==> src/rtl/avmm_core_dma_engine.sv <==
// Avalon-MM DMA front end streaming DRAM beats through a byte-serial crypto core.
// Optional CORE_DMA_IRQ_EN adds a registered irq output and CTRL.ie storage.
module avmm_core_dma_engine #(
  parameter int DATA_W    = 256,
  parameter int ADDR_W    = 32,
  parameter int START_CYC = 2
) (
  input  logic                          clk,
  input  logic                          reset,
  input  logic [2:0]                    avs_s0_address,
  input  logic                          avs_s0_read,
  input  logic                          avs_s0_write,
  input  logic [31:0]                   avs_s0_writedata,
  output logic [31:0]                   avs_s0_readdata,
  output logic                          avs_s0_waitrequest,
  output logic [ADDR_W-1:0]             avm_m0_address,
  output logic                          avm_m0_read,
  output logic                          avm_m0_write,
  input  logic                          avm_m0_waitrequest,
  input  logic [DATA_W-1:0]             avm_m0_readdata,
  input  logic                          avm_m0_readdatavalid,
  output logic [DATA_W-1:0]             avm_m0_writedata,
  output logic                          core_we,
  output logic                          core_oe,
  output logic                          core_start,
  output logic [1:0]                    core_reg_sel,
  output logic [$clog2(DATA_W/8)-1:0]   core_addr,
  output logic [7:0]                    core_data_i,
  input  logic [7:0]                    core_data_o,
  input  logic                          core_ready
`ifdef CORE_DMA_IRQ_EN
  ,
  output logic                          irq
`endif
);

  localparam int BYTES = DATA_W / 8;
  localparam int AW    = $clog2(BYTES);
  localparam int KW    = AW + 1;
  localparam int SW    = $clog2(START_CYC + 1);

  typedef enum logic [3:0] {
    S_IDLE,
    S_RD_REQ,
    S_RD_WAIT,
    S_LOAD,
    S_START,
    S_CALC,
    S_UNLOAD,
    S_WR,
    S_DONE
  } state_t;

  state_t              r_state;
  state_t              w_next;
  logic [31:0]         r_src;
  logic [31:0]         r_dst;
  logic [31:0]         r_num;
  logic [31:0]         r_blk_done;
  logic                r_done;
  logic                r_aborted;
  logic                r_abort_req;
  logic [ADDR_W-1:0]   r_rd_addr;
  logic [ADDR_W-1:0]   r_wr_addr;
  logic [1:0]          r_phase;
  logic [KW-1:0]       r_k;
  logic [SW-1:0]       r_scnt;
  logic [DATA_W-1:0]   r_beat;
  logic [DATA_W-1:0]   r_wdata;
  logic                w_ie;
  logic                w_busy;
  logic                w_ctrl_wr;
  logic                w_go;
  logic                w_abort;
  logic                w_take;
  logic [AW-1:0]       w_cap;

`ifdef CORE_DMA_IRQ_EN
  logic r_ie;
  logic r_irq;
  assign w_ie = r_ie;
  assign irq  = r_irq;
`else
  assign w_ie = 1'b0;
`endif

  assign avs_s0_waitrequest = 1'b0;
  assign avm_m0_writedata   = r_wdata;

  assign w_busy    = !(r_state == S_IDLE || r_state == S_DONE);
  assign w_ctrl_wr = avs_s0_write && (avs_s0_address == 3'd0);
  // abort in the same write as go wins: the go is dropped
  assign w_go      = w_ctrl_wr && avs_s0_writedata[0] &&
                     !avs_s0_writedata[1] && (r_state == S_IDLE);
  assign w_abort   = w_ctrl_wr && avs_s0_writedata[1] && w_busy;
  assign w_take    = r_abort_req && w_busy && (w_next == S_IDLE);
  assign w_cap     = AW'(r_k - KW'(1));

  always_ff @(posedge clk or negedge reset) begin
    if (!reset) r_state <= S_IDLE;
    else        r_state <= w_next;
  end

  always_comb begin
    w_next         = r_state;
    avm_m0_read    = 1'b0;
    avm_m0_write   = 1'b0;
    avm_m0_address = '0;
    core_we        = 1'b0;
    core_oe        = 1'b0;
    core_start     = 1'b0;
    core_reg_sel   = 2'b00;
    core_addr      = '0;
    core_data_i    = 8'd0;
    unique case (r_state)
      S_IDLE: begin
        if (w_go) w_next = (r_num == 32'd0) ? S_DONE : S_RD_REQ;
      end
      S_RD_REQ: begin
        avm_m0_read    = 1'b1;
        avm_m0_address = r_rd_addr;
        if (!avm_m0_waitrequest) w_next = S_RD_WAIT;
      end
      S_RD_WAIT: begin
        if (avm_m0_readdatavalid)
          w_next = r_abort_req ? S_IDLE : S_LOAD;
      end
      S_LOAD: begin
        core_we     = 1'b1;
        core_addr   = r_k[AW-1:0];
        core_data_i = r_beat[{r_k[AW-1:0], 3'b000} +: 8];
        unique case (1'b1)
          r_phase == 2'd0: core_reg_sel = 2'b10;
          r_phase == 2'd1: core_reg_sel = 2'b11;
          default:         core_reg_sel = 2'b01;
        endcase
        if (r_k == KW'(BYTES - 1)) begin
          if (r_abort_req)          w_next = S_IDLE;
          else if (r_phase != 2'd2) w_next = S_RD_REQ;
          else                      w_next = S_START;
        end
      end
      S_START: begin
        core_start = 1'b1;
        if (r_scnt == SW'(START_CYC - 1))
          w_next = r_abort_req ? S_IDLE : S_CALC;
      end
      S_CALC: begin
        // no bus traffic is pending here, so abort need not wait for the core
        if (r_abort_req)     w_next = S_IDLE;
        else if (core_ready) w_next = S_UNLOAD;
      end
      S_UNLOAD: begin
        core_oe   = !r_k[AW];
        core_addr = r_k[AW] ? '0 : r_k[AW-1:0];
        if (r_k == KW'(BYTES))
          w_next = r_abort_req ? S_IDLE : S_WR;
      end
      S_WR: begin
        avm_m0_write   = 1'b1;
        avm_m0_address = r_wr_addr;
        if (!avm_m0_waitrequest) begin
          if (r_abort_req)                     w_next = S_IDLE;
          else if (r_blk_done + 32'd1 < r_num) w_next = S_RD_REQ;
          else                                 w_next = S_DONE;
        end
      end
      S_DONE: w_next = S_IDLE;
      default: w_next = S_IDLE;
    endcase
  end

  always_ff @(posedge clk or negedge reset) begin
    if (!reset) begin
      r_src       <= '0;
      r_dst       <= '0;
      r_num       <= '0;
      r_blk_done  <= '0;
      r_done      <= 1'b0;
      r_aborted   <= 1'b0;
      r_abort_req <= 1'b0;
      r_rd_addr   <= '0;
      r_wr_addr   <= '0;
      r_phase     <= '0;
      r_k         <= '0;
      r_scnt      <= '0;
      r_beat      <= '0;
      r_wdata     <= '0;
`ifdef CORE_DMA_IRQ_EN
      r_ie        <= 1'b0;
      r_irq       <= 1'b0;
`endif
    end else begin
      if (avs_s0_write && avs_s0_address == 3'd1) begin
        if (avs_s0_writedata[1]) r_done    <= 1'b0;
        if (avs_s0_writedata[2]) r_aborted <= 1'b0;
      end
      if (avs_s0_write && !w_busy) begin
        case (avs_s0_address)
          3'd2:    r_src <= avs_s0_writedata;
          3'd3:    r_dst <= avs_s0_writedata;
          3'd4:    r_num <= avs_s0_writedata;
          default: ;
        endcase
      end
`ifdef CORE_DMA_IRQ_EN
      if (w_ctrl_wr) r_ie <= avs_s0_writedata[2];
      r_irq <= r_ie & (r_done | r_aborted);
`endif
      if (w_abort) r_abort_req <= 1'b1;
      if (w_go) begin
        r_done     <= 1'b0;
        r_aborted  <= 1'b0;
        r_blk_done <= '0;
        r_rd_addr  <= ADDR_W'(r_src);
        r_wr_addr  <= ADDR_W'(r_dst);
        r_phase    <= '0;
      end

      if (w_next != r_state) r_k <= '0;
      else if (r_state == S_LOAD || r_state == S_UNLOAD)
        r_k <= r_k + KW'(1);

      if (r_state == S_START && w_next == S_START)
        r_scnt <= r_scnt + SW'(1);
      else
        r_scnt <= '0;

      if (r_state == S_RD_REQ && !avm_m0_waitrequest)
        r_rd_addr <= r_rd_addr + ADDR_W'(BYTES);
      if (r_state == S_RD_WAIT && avm_m0_readdatavalid)
        r_beat <= avm_m0_readdata;
      if (r_state == S_LOAD && w_next != S_LOAD && r_phase != 2'd2)
        r_phase <= r_phase + 2'd1;
      // core output lags oe/addr by one cycle, so byte k-1 lands while r_k == k
      if (r_state == S_UNLOAD && r_k != '0)
        r_wdata[{w_cap, 3'b000} +: 8] <= core_data_o;
      if (r_state == S_WR && !avm_m0_waitrequest) begin
        r_wr_addr  <= r_wr_addr + ADDR_W'(BYTES);
        r_blk_done <= r_blk_done + 32'd1;
      end
      if (r_state == S_DONE) r_done <= 1'b1;
      if (r_state == S_IDLE || r_state == S_DONE) r_abort_req <= 1'b0;
      if (w_take) begin
        r_aborted   <= 1'b1;
        r_abort_req <= 1'b0;
      end
    end
  end

  always_comb begin
    avs_s0_readdata = '0;
    if (avs_s0_read) begin
      case (avs_s0_address)
        3'd0:    avs_s0_readdata = {29'd0, w_ie, 2'b00};
        3'd1:    avs_s0_readdata = {29'd0, r_aborted, r_done, w_busy};
        3'd2:    avs_s0_readdata = r_src;
        3'd3:    avs_s0_readdata = r_dst;
        3'd4:    avs_s0_readdata = r_num;
        3'd5:    avs_s0_readdata = r_blk_done;
        default: avs_s0_readdata = '0;
      endcase
    end
  end

endmodule

==> config.mk <==
export PLATFORM = sky130hd
export DESIGN_NAME = avmm_core_dma_engine
export DESIGN_NICKNAME = d
export VERILOG_FILES = /design/src/rtl/avmm_core_dma_engine.sv
export SDC_FILE = /design/constraint.sdc
export NUM_CORES = 1
export LEC_CHECK = 0
export ABC_CLOCK_PERIOD_IN_PS = 5750
export CELL_PAD_IN_SITES_DETAIL_PLACEMENT = 1
export CELL_PAD_IN_SITES_GLOBAL_PLACEMENT = 1
export CORE_ASPECT_RATIO = 1.4
export CORE_MARGIN = 10
export CORE_UTILIZATION = 30
export DETAILED_ROUTE_END_ITERATION = 12
export GPL_TIMING_DRIVEN = 0
export PLACE_DENSITY_LB_ADDON = 0.12
export SLEW_MARGIN = 30
export SYNTH_ARGS = -nofsm -noshare
export SYNTH_HDL_FRONTEND = slang
export SYNTH_SLANG_ARGS = --single-unit
==> constraint.sdc <==
create_clock -name clk -period 5.75 [get_ports clk]
set_input_delay 0.8625 -clock clk [delete_from_list [all_inputs] [get_ports clk]]
set_output_delay 0.8625 -clock clk [all_outputs]
set_load 0.005 [all_outputs]
# [Word level (Yosys, flattened, before mapping)]
# Cells that the tools add are included.
[totals] wordCells=145 register_bits=721 out_inout_bits=341 input_bits=306
[op_classes] order_cmp=1 add_sub_neg=8 n_shift=3 eq_ne=21 n_reduce_logical=43 n_mux=54
[ops] cell="$bwmux W256" n=1
[ops] cell="$shift A8 B10 Y256 const A" n=1
[ops] cell="$shiftx A256 B9 Y8" n=1
[ops] cell="$shiftx A8 B10 Y256" n=1
[ops] cell="$mux W32" n=7
[ops] cell="$pmux W32 S5" n=1
[ops] cell="$add A32 B6 Y32 const B" n=2
[ops] cell="$pmux W32 S2" n=1
[ops] cell="$mux W4" n=12
[ops] cell="$add A32 B1 Y32 const B" n=1
[ops] cell="$logic_not A32 Y1" n=1
[ops] cell="$lt A32 B32 Y1" n=1
[ops] cell="$pmux W4 S8" n=1
[ops] cell="$eq A4 B3 Y1 const B" n=5
[ops] cell="$logic_and A1 B1 Y1" n=17
[ops] cell="$mux W1" n=16
[ops] cell="$reduce_bool A3 Y1" n=5
[ops] cell="$mux W3" n=4
[ops] cell="$mux W6" n=2
[ops] cell="$mux W2" n=5
[ops] cell="$neg A8 Y10" n=1
[ops] cell="$pmux W5 S2" n=1
[ops] cell="$reduce_and A2 Y1" n=5
[ops] cell="$eq A4 B2 Y1 const B" n=2
[ops] cell="other kinds (24)" n=36

# [Longest topological paths before layout]
[depth] ltp_word=11 ltp_mapped=14 depth_no_buf=14

# [Worst setup path after synthesis]
# Ideal clock, no wire load.
[synth_path] path_type="register -> register" from="register r_blk_done[0]" to="register r_scnt[0]" n_path_buf=0 setup_ns=0.125 arrival_ns=3.551 slack_ns=2.073 path_stages_with_launch=13 path_cell_list="dfrtp_1 -> ha_1 -> nand3_1 -> nor4_1 -> nand3_1 -> xnor2_1 -> ha_1 -> nand4_1 -> or4_1 -> o32a_1 -> nand4_1 -> a21oi_1 -> a2111oi_0"
[synth_between] elab_chain_cells=9
[synth_lines] element="start, declared" line_no="59" rtl="logic [31:0] r_blk_done;"
[synth_lines] element="start signal, assigned" line_no="240" rtl="r_blk_done <= r_blk_done + 32'd1;"
[synth_lines] element="$add A32 B1 Y32" line_no="164" rtl="else if (r_blk_done + 32'd1 < r_num) w_next = S_RD_REQ;"
[synth_lines] element="$lt A32 B32 Y1" line_no="164"
[synth_lines] element="$mux W4" line_no="164"
[synth_lines] element="$mux W4" line_no="163" rtl="if (r_abort_req) w_next = S_IDLE;"
[synth_lines] element="$mux W4" line_no="162" rtl="if (!avm_m0_waitrequest) begin"
[synth_lines] element="$pmux W4 S8" line_no="115" rtl="unique case (r_state)"
[synth_lines] element="$eq A4 B3 Y1" line_no="224" rtl="if (r_state == S_START && w_next == S_START)"
[synth_lines] element="$logic_and A1 B1 Y1" line_no="224"
[synth_lines] element="$mux W2" line_no="224"
[synth_lines] element="end signal, assigned" line_no="225" rtl="r_scnt <= r_scnt + SW'(1);"
[synth_lines] element="end, declared" line_no="67" rtl="logic [SW-1:0] r_scnt;"
# Every way passes these cells.
# A chain may end at the register's enable or synchronous reset.

# [Final worst setup path]
[layout_path] from="register r_k[1]" to="output port core_data_i[5]"
[layout_between] elab_chain_cells=2
[layout_lines] element="start, declared" line_no="66" rtl="logic [KW-1:0] r_k;"
[layout_lines] element="start signal, assigned" line_no="222" rtl="r_k <= r_k + KW'(1);"
[layout_lines] element="$shiftx A256 B9 Y8" line_no="131" rtl="core_data_i = r_beat[{r_k[AW-1:0], 3'b000} +: 8];"
[layout_lines] element="$mux W8" line_no="115"
[layout_lines] element="end, declared" line_no="28" rtl="output logic [7:0] core_data_i,"
# Every way passes these cells.

==> summary.txt <==
Setup path
  • Data arrival at the endpoint of the critical path: 4.57 ns
  • Endpoint type of the worst setup path: output pin
  • Cell type of the slowest stage on the worst timing path: sky130_fd_sc_hd__clkbuf_1
  • Data required, critical path: 4.89 ns
  • Startpoint class of the critical path: flip-flop
  • Highest net fanout along the worst path: 10
  • Crit path cell chain: clkbuf_1 > clkbuf_2 > clkbuf_1 > mux4_2 > mux4_2 > nand2_1 > a21oi_1 > clkdlybuf4s50_1
  • Crit Path Class: reg -> out
  • Largest incremental delay on the critical path: 0.62 ns
  • Family of cells with the greatest summed delay on the critical path: buffers and inverters
  • Crit path buffers/inverters: 4

Pwr
  • Sequential power share: 41.3%
  • Switching Share: 32.3%
  • Design internal power: 11600 µW
  • Max IR drop VDD: 0.212 mV
  • PwrDens: 376 nW/µm²
  • Comb pwr share: 28.2%
  • Clock network fraction of total power: 30.5%
  • Leak Pwr: 0.0195 µW
  • Net Sw Power: 5540 µW

Timing
  • Maximum operating frequency: 0.184 GHz
  • Share of the clock period used by the worst path after layout: 94.6%
  • Hold Violations, Final: 0
  • Setup Skew: 0.0282 ns
  • Worst Setup Slack, final: 0.313 ns
  • Worst Max-Slew Pin Slew: 0.970 ns
  • Total count of max-transition violations in the final report: 0
  • Final setup fails: 0
  • Shortest clock period the worst path allows after layout: 5.44 ns
  • RSZ-0062 raised after global routing: false
  • TNS Setup: 0 ns
  • Tightest slew margin relative to the limit: 35.0%

Cells and area
  • Share of final-layout standard cells stronger than drive strength 1: 25.0%
  • Design area: 45500 µm²
  • Number of nets at the end of the flow: 3758
  • Leading cell types in the layout, fill and taps excluded: sky130_fd_sc_hd__dfrtp_1, sky130_fd_sc_hd__clkdlybuf4s50_1, sky130_fd_sc_hd__mux2_2
  • Count of non-filler cells in the finished layout: 4953
  • Commonest non-fill, non-tap cell in the layout: sky130_fd_sc_hd__dfrtp_1
  • Area Growth Syn to Fin: 32.5%

Synthesis
  • Netlist cell types: 75
  • Cell area after synthesis: 34400 µm²
  • Gate count after technology mapping: 2672
  • Register area share after synthesis: 52.5%
  • Syn_nets: 3022
  • Count of state elements after synthesis: 721
  • Dominant register cell in the synthesized netlist: sky130_fd_sc_hd__dfrtp_1
  • Per-instance average area after synthesis: 12.9 µm²
  • Ys async rst share: 100%
  • Yosys synthesis warning count: 0
  • EDFF count, synth: 0

Global routing
  • Overflow after GRT: 0
  • Via count of the first global-routing pass: 29500
  • Wire length of the first global-routing pass: 211000 µm
  • Largest net degree at the start of global routing: 117
  • Number of antenna violations at the first check in global routing: 31
  • Overall Global Routing Usage: 22.3%

Floorplan
  • Number of ports placed on the die boundary: 647
  • Core Rows: 146
  • Die Wd: 306 µm
  • DIE AREA: 129000 µm²
  • Vertical extent of the die: 421 µm
  • Initial Util: 30.3%
  • Standard cell core area: 113000 µm²

Route
  • WL per Instance: 29.6 µm
  • DRC violation count after routing: 0
  • Number of vias per cell: 5.21
  • Detailed-route via count: 25800
  • DRT iter0 DRCs: 1328
  • DR pass1 iterations: 5
  • Number of nets still failing antenna checks after routing: 0
  • Final wirelength: 146000 µm

Clocking
  • Number of buffers created by CTS: 82
  • Root buffer selected by CTS: sky130_fd_sc_hd__clkbuf_16
  • Clk slew on worst S/H paths: 0.06 ns
  • Maximum clock path buffer count: 3
  • Clock tree sinks: 721
  • H-tree depth reported by CTS: 3
  • CTS tree: built
  • Clock latency on the worst-skew pair: 0.68 ns

Place
  • Count of buffers from port buffering: 643
  • DPL Wire Length: 116000 µm
  • Placed Instances: 4803
  • Setup slack at placement: -0.460 ns
  • Routability Congestion: 0.867
  • Area after detailed placement: 42900 µm²

Job
  • Max-Cap Viols: 0

Outcome
  • Outcome: complete, no violations

Min path
  • Worst min-delay path category: reg -> reg
## cell usage after synthesis (6+ instances only)
master | count | area share (%)
sky130_fd_sc_hd__dfrtp_1 | 721 | 52
sky130_fd_sc_hd__mux2_2 | 575 | 19
sky130_fd_sc_hd__nand2_1 | 211 | 2.3
sky130_fd_sc_hd__clkbuf_1 | 118 | 1.3
sky130_fd_sc_hd__mux4_2 | 80 | 5.2
sky130_fd_sc_hd__and2_1 | 72 | 1.3
sky130_fd_sc_hd__a21oi_1 | 67 | 0.98
sky130_fd_sc_hd__inv_1 | 65 | 0.71
sky130_fd_sc_hd__a22oi_1 | 64 | 1.4
sky130_fd_sc_hd__nand3_1 | 59 | 0.86
sky130_fd_sc_hd__o21ai_0 | 52 | 0.76
sky130_fd_sc_hd__nor2_1 | 48 | 0.52
sky130_fd_sc_hd__ha_1 | 44 | 1.6
sky130_fd_sc_hd__nor2b_1 | 43 | 0.78
sky130_fd_sc_hd__a22o_1 | 34 | 0.87
sky130_fd_sc_hd__o211ai_1 | 30 | 0.66
sky130_fd_sc_hd__nand4_1 | 29 | 0.53
sky130_fd_sc_hd__nor3_4 | 26 | 1.2
sky130_fd_sc_hd__and3_1 | 25 | 0.45
sky130_fd_sc_hd__mux2i_1 | 22 | 0.64
sky130_fd_sc_hd__xnor2_1 | 22 | 0.56
sky130_fd_sc_hd__buf_1 | 21 | 0.23
sky130_fd_sc_hd__o311ai_0 | 21 | 0.54
sky130_fd_sc_hd__nor3_1 | 17 | 0.25
sky130_fd_sc_hd__xor2_1 | 16 | 0.41
sky130_fd_sc_hd__nor4_1 | 15 | 0.27
sky130_fd_sc_hd__buf_2 | 14 | 0.20
sky130_fd_sc_hd__o2bb2ai_1 | 10 | 0.25
sky130_fd_sc_hd__or3_1 | 10 | 0.18
sky130_fd_sc_hd__and4_1 | 9 | 0.23
sky130_fd_sc_hd__mux2_1 | 9 | 0.29
sky130_fd_sc_hd__a211oi_1 | 7 | 0.15
sky130_fd_sc_hd__a21o_1 | 7 | 0.15
sky130_fd_sc_hd__nand2b_1 | 7 | 0.13
sky130_fd_sc_hd__or2_2 | 7 | 0.13
sky130_fd_sc_hd__a221o_1 | 6 | 0.17
sky130_fd_sc_hd__a31oi_1 | 6 | 0.11
sky130_fd_sc_hd__o31ai_1 | 6 | 0.13
## area by class of cell
type	count	area (µm²)
fillers	11900	67900
clock buffers	114	2290
multi-input cells	1726	15500
diodes	7	17.5
well taps	1480	1850
repair buffers	652	6660
flip-flops and latches	721	18000
plain buffers	160	662
inverters	65	244
clock inverters	28	314
## sequential cells by signal, indices dropped and copies added (netlist names)
name              cells
r_abort_req           1
r_wr_addr            32
r_num                32
r_k                   6
r_rd_addr            32
r_aborted             1
r_blk_done           32
r_beat              256
r_src                32
r_done                1
r_scnt                2
r_phase               2
r_dst                32
avm_m0_writedata    256
r_state               4
## per-layer routing
layer | GRT usage (%) | vias to the layer above | routed length (µm)
li1 | - | 11200 | -
met1 | 23.9 | 13600 | 54300
met2 | 41.3 | 767 | 77700
met3 | 6.76 | 183 | 10200
met4 | 7.01 | 36 | 3950
met5 | 0 | - | 228
## power groups by stage
stage | clock network, µW | logic, µW | registers [µW]
floorplan | 0 | 3130 | 6750
detailed placement | 0 | 4900 | 7150
CTS | 5380 | 4920 | 7060
finish | 5230 | 4830 | 7070
global route | 5600 | 5210 | 7180
global placement | 0 | 4730 | 7110
## kinds of logic after synthesis
logic type,after synthesis,synth area share [%]
buffers and inverters,225,2.61
AOI/OAI and AO/OA,346,7.11
other,1,0.0109
DFF,721,52.5
muxes,686,25.0
and+or+nand+nor,606,9.93
xor gates and xnor gates,43,1.24
adders and majority gates,44,1.60
## per-stage QoR
| step | util (%) | hold slack, ns | total power, µW |
|---|---|---|---|
| detailed placement | 37.8 | 0.454 | 12100 |
| global placement | 37.6 | 0.437 | 11800 |
| finish | 40.1 | 0.458 | 17100 |
| CTS | 40.1 | 0.462 | 17400 |
| global route | 40.1 | 0.474 | 18000 |
| floorplan | - | 0.422 | 9880 |
## worst reg2reg max path, stage by stage, from the launching register on
cell                       delay [ns]
sky130_fd_sc_hd__dfrtp_1         0.43
sky130_fd_sc_hd__clkbuf_1        0.53
sky130_fd_sc_hd__clkbuf_2        0.48
sky130_fd_sc_hd__clkbuf_2        0.48
sky130_fd_sc_hd__inv_1           0.17
sky130_fd_sc_hd__ha_1            0.32
sky130_fd_sc_hd__xnor2_4         0.33
sky130_fd_sc_hd__a31oi_4         0.13
sky130_fd_sc_hd__xnor2_2         0.58
sky130_fd_sc_hd__nand2_2         0.38
sky130_fd_sc_hd__buf_6           0.31
sky130_fd_sc_hd__nor3_4          0.55
sky130_fd_sc_hd__mux2_2          0.42
## repair_timing
| action | in CTS | in global routing |
|---|---|---|
| gates resized for setup | 2 | 0 |
| endpoints found under the hold margin | 27 | 0 |
| hold buffers | 1 | 0 |
| buffers inserted | 0 | 0 |
| setup endpoints to repair | 224 | 0 |
## worst paths after layout
kind                                start                     to  slack, ns  cells past startpoint
worst max register to register     r_k[1]  avm_m0_writedata[250]       0.53                     12
worst max-delay path               r_k[1]         core_data_i[5]       0.31                      8
max in group asynchronous           reset            r_beat[241]       3.14                      5
min in group asynchronous           reset         r_blk_done[29]       0.65                      2
worst min-delay path            r_scnt[0]              r_scnt[0]       0.46                      1
worst min register to register  r_scnt[0]              r_scnt[0]       0.46                      1
(Power assumes the default switching activity.)
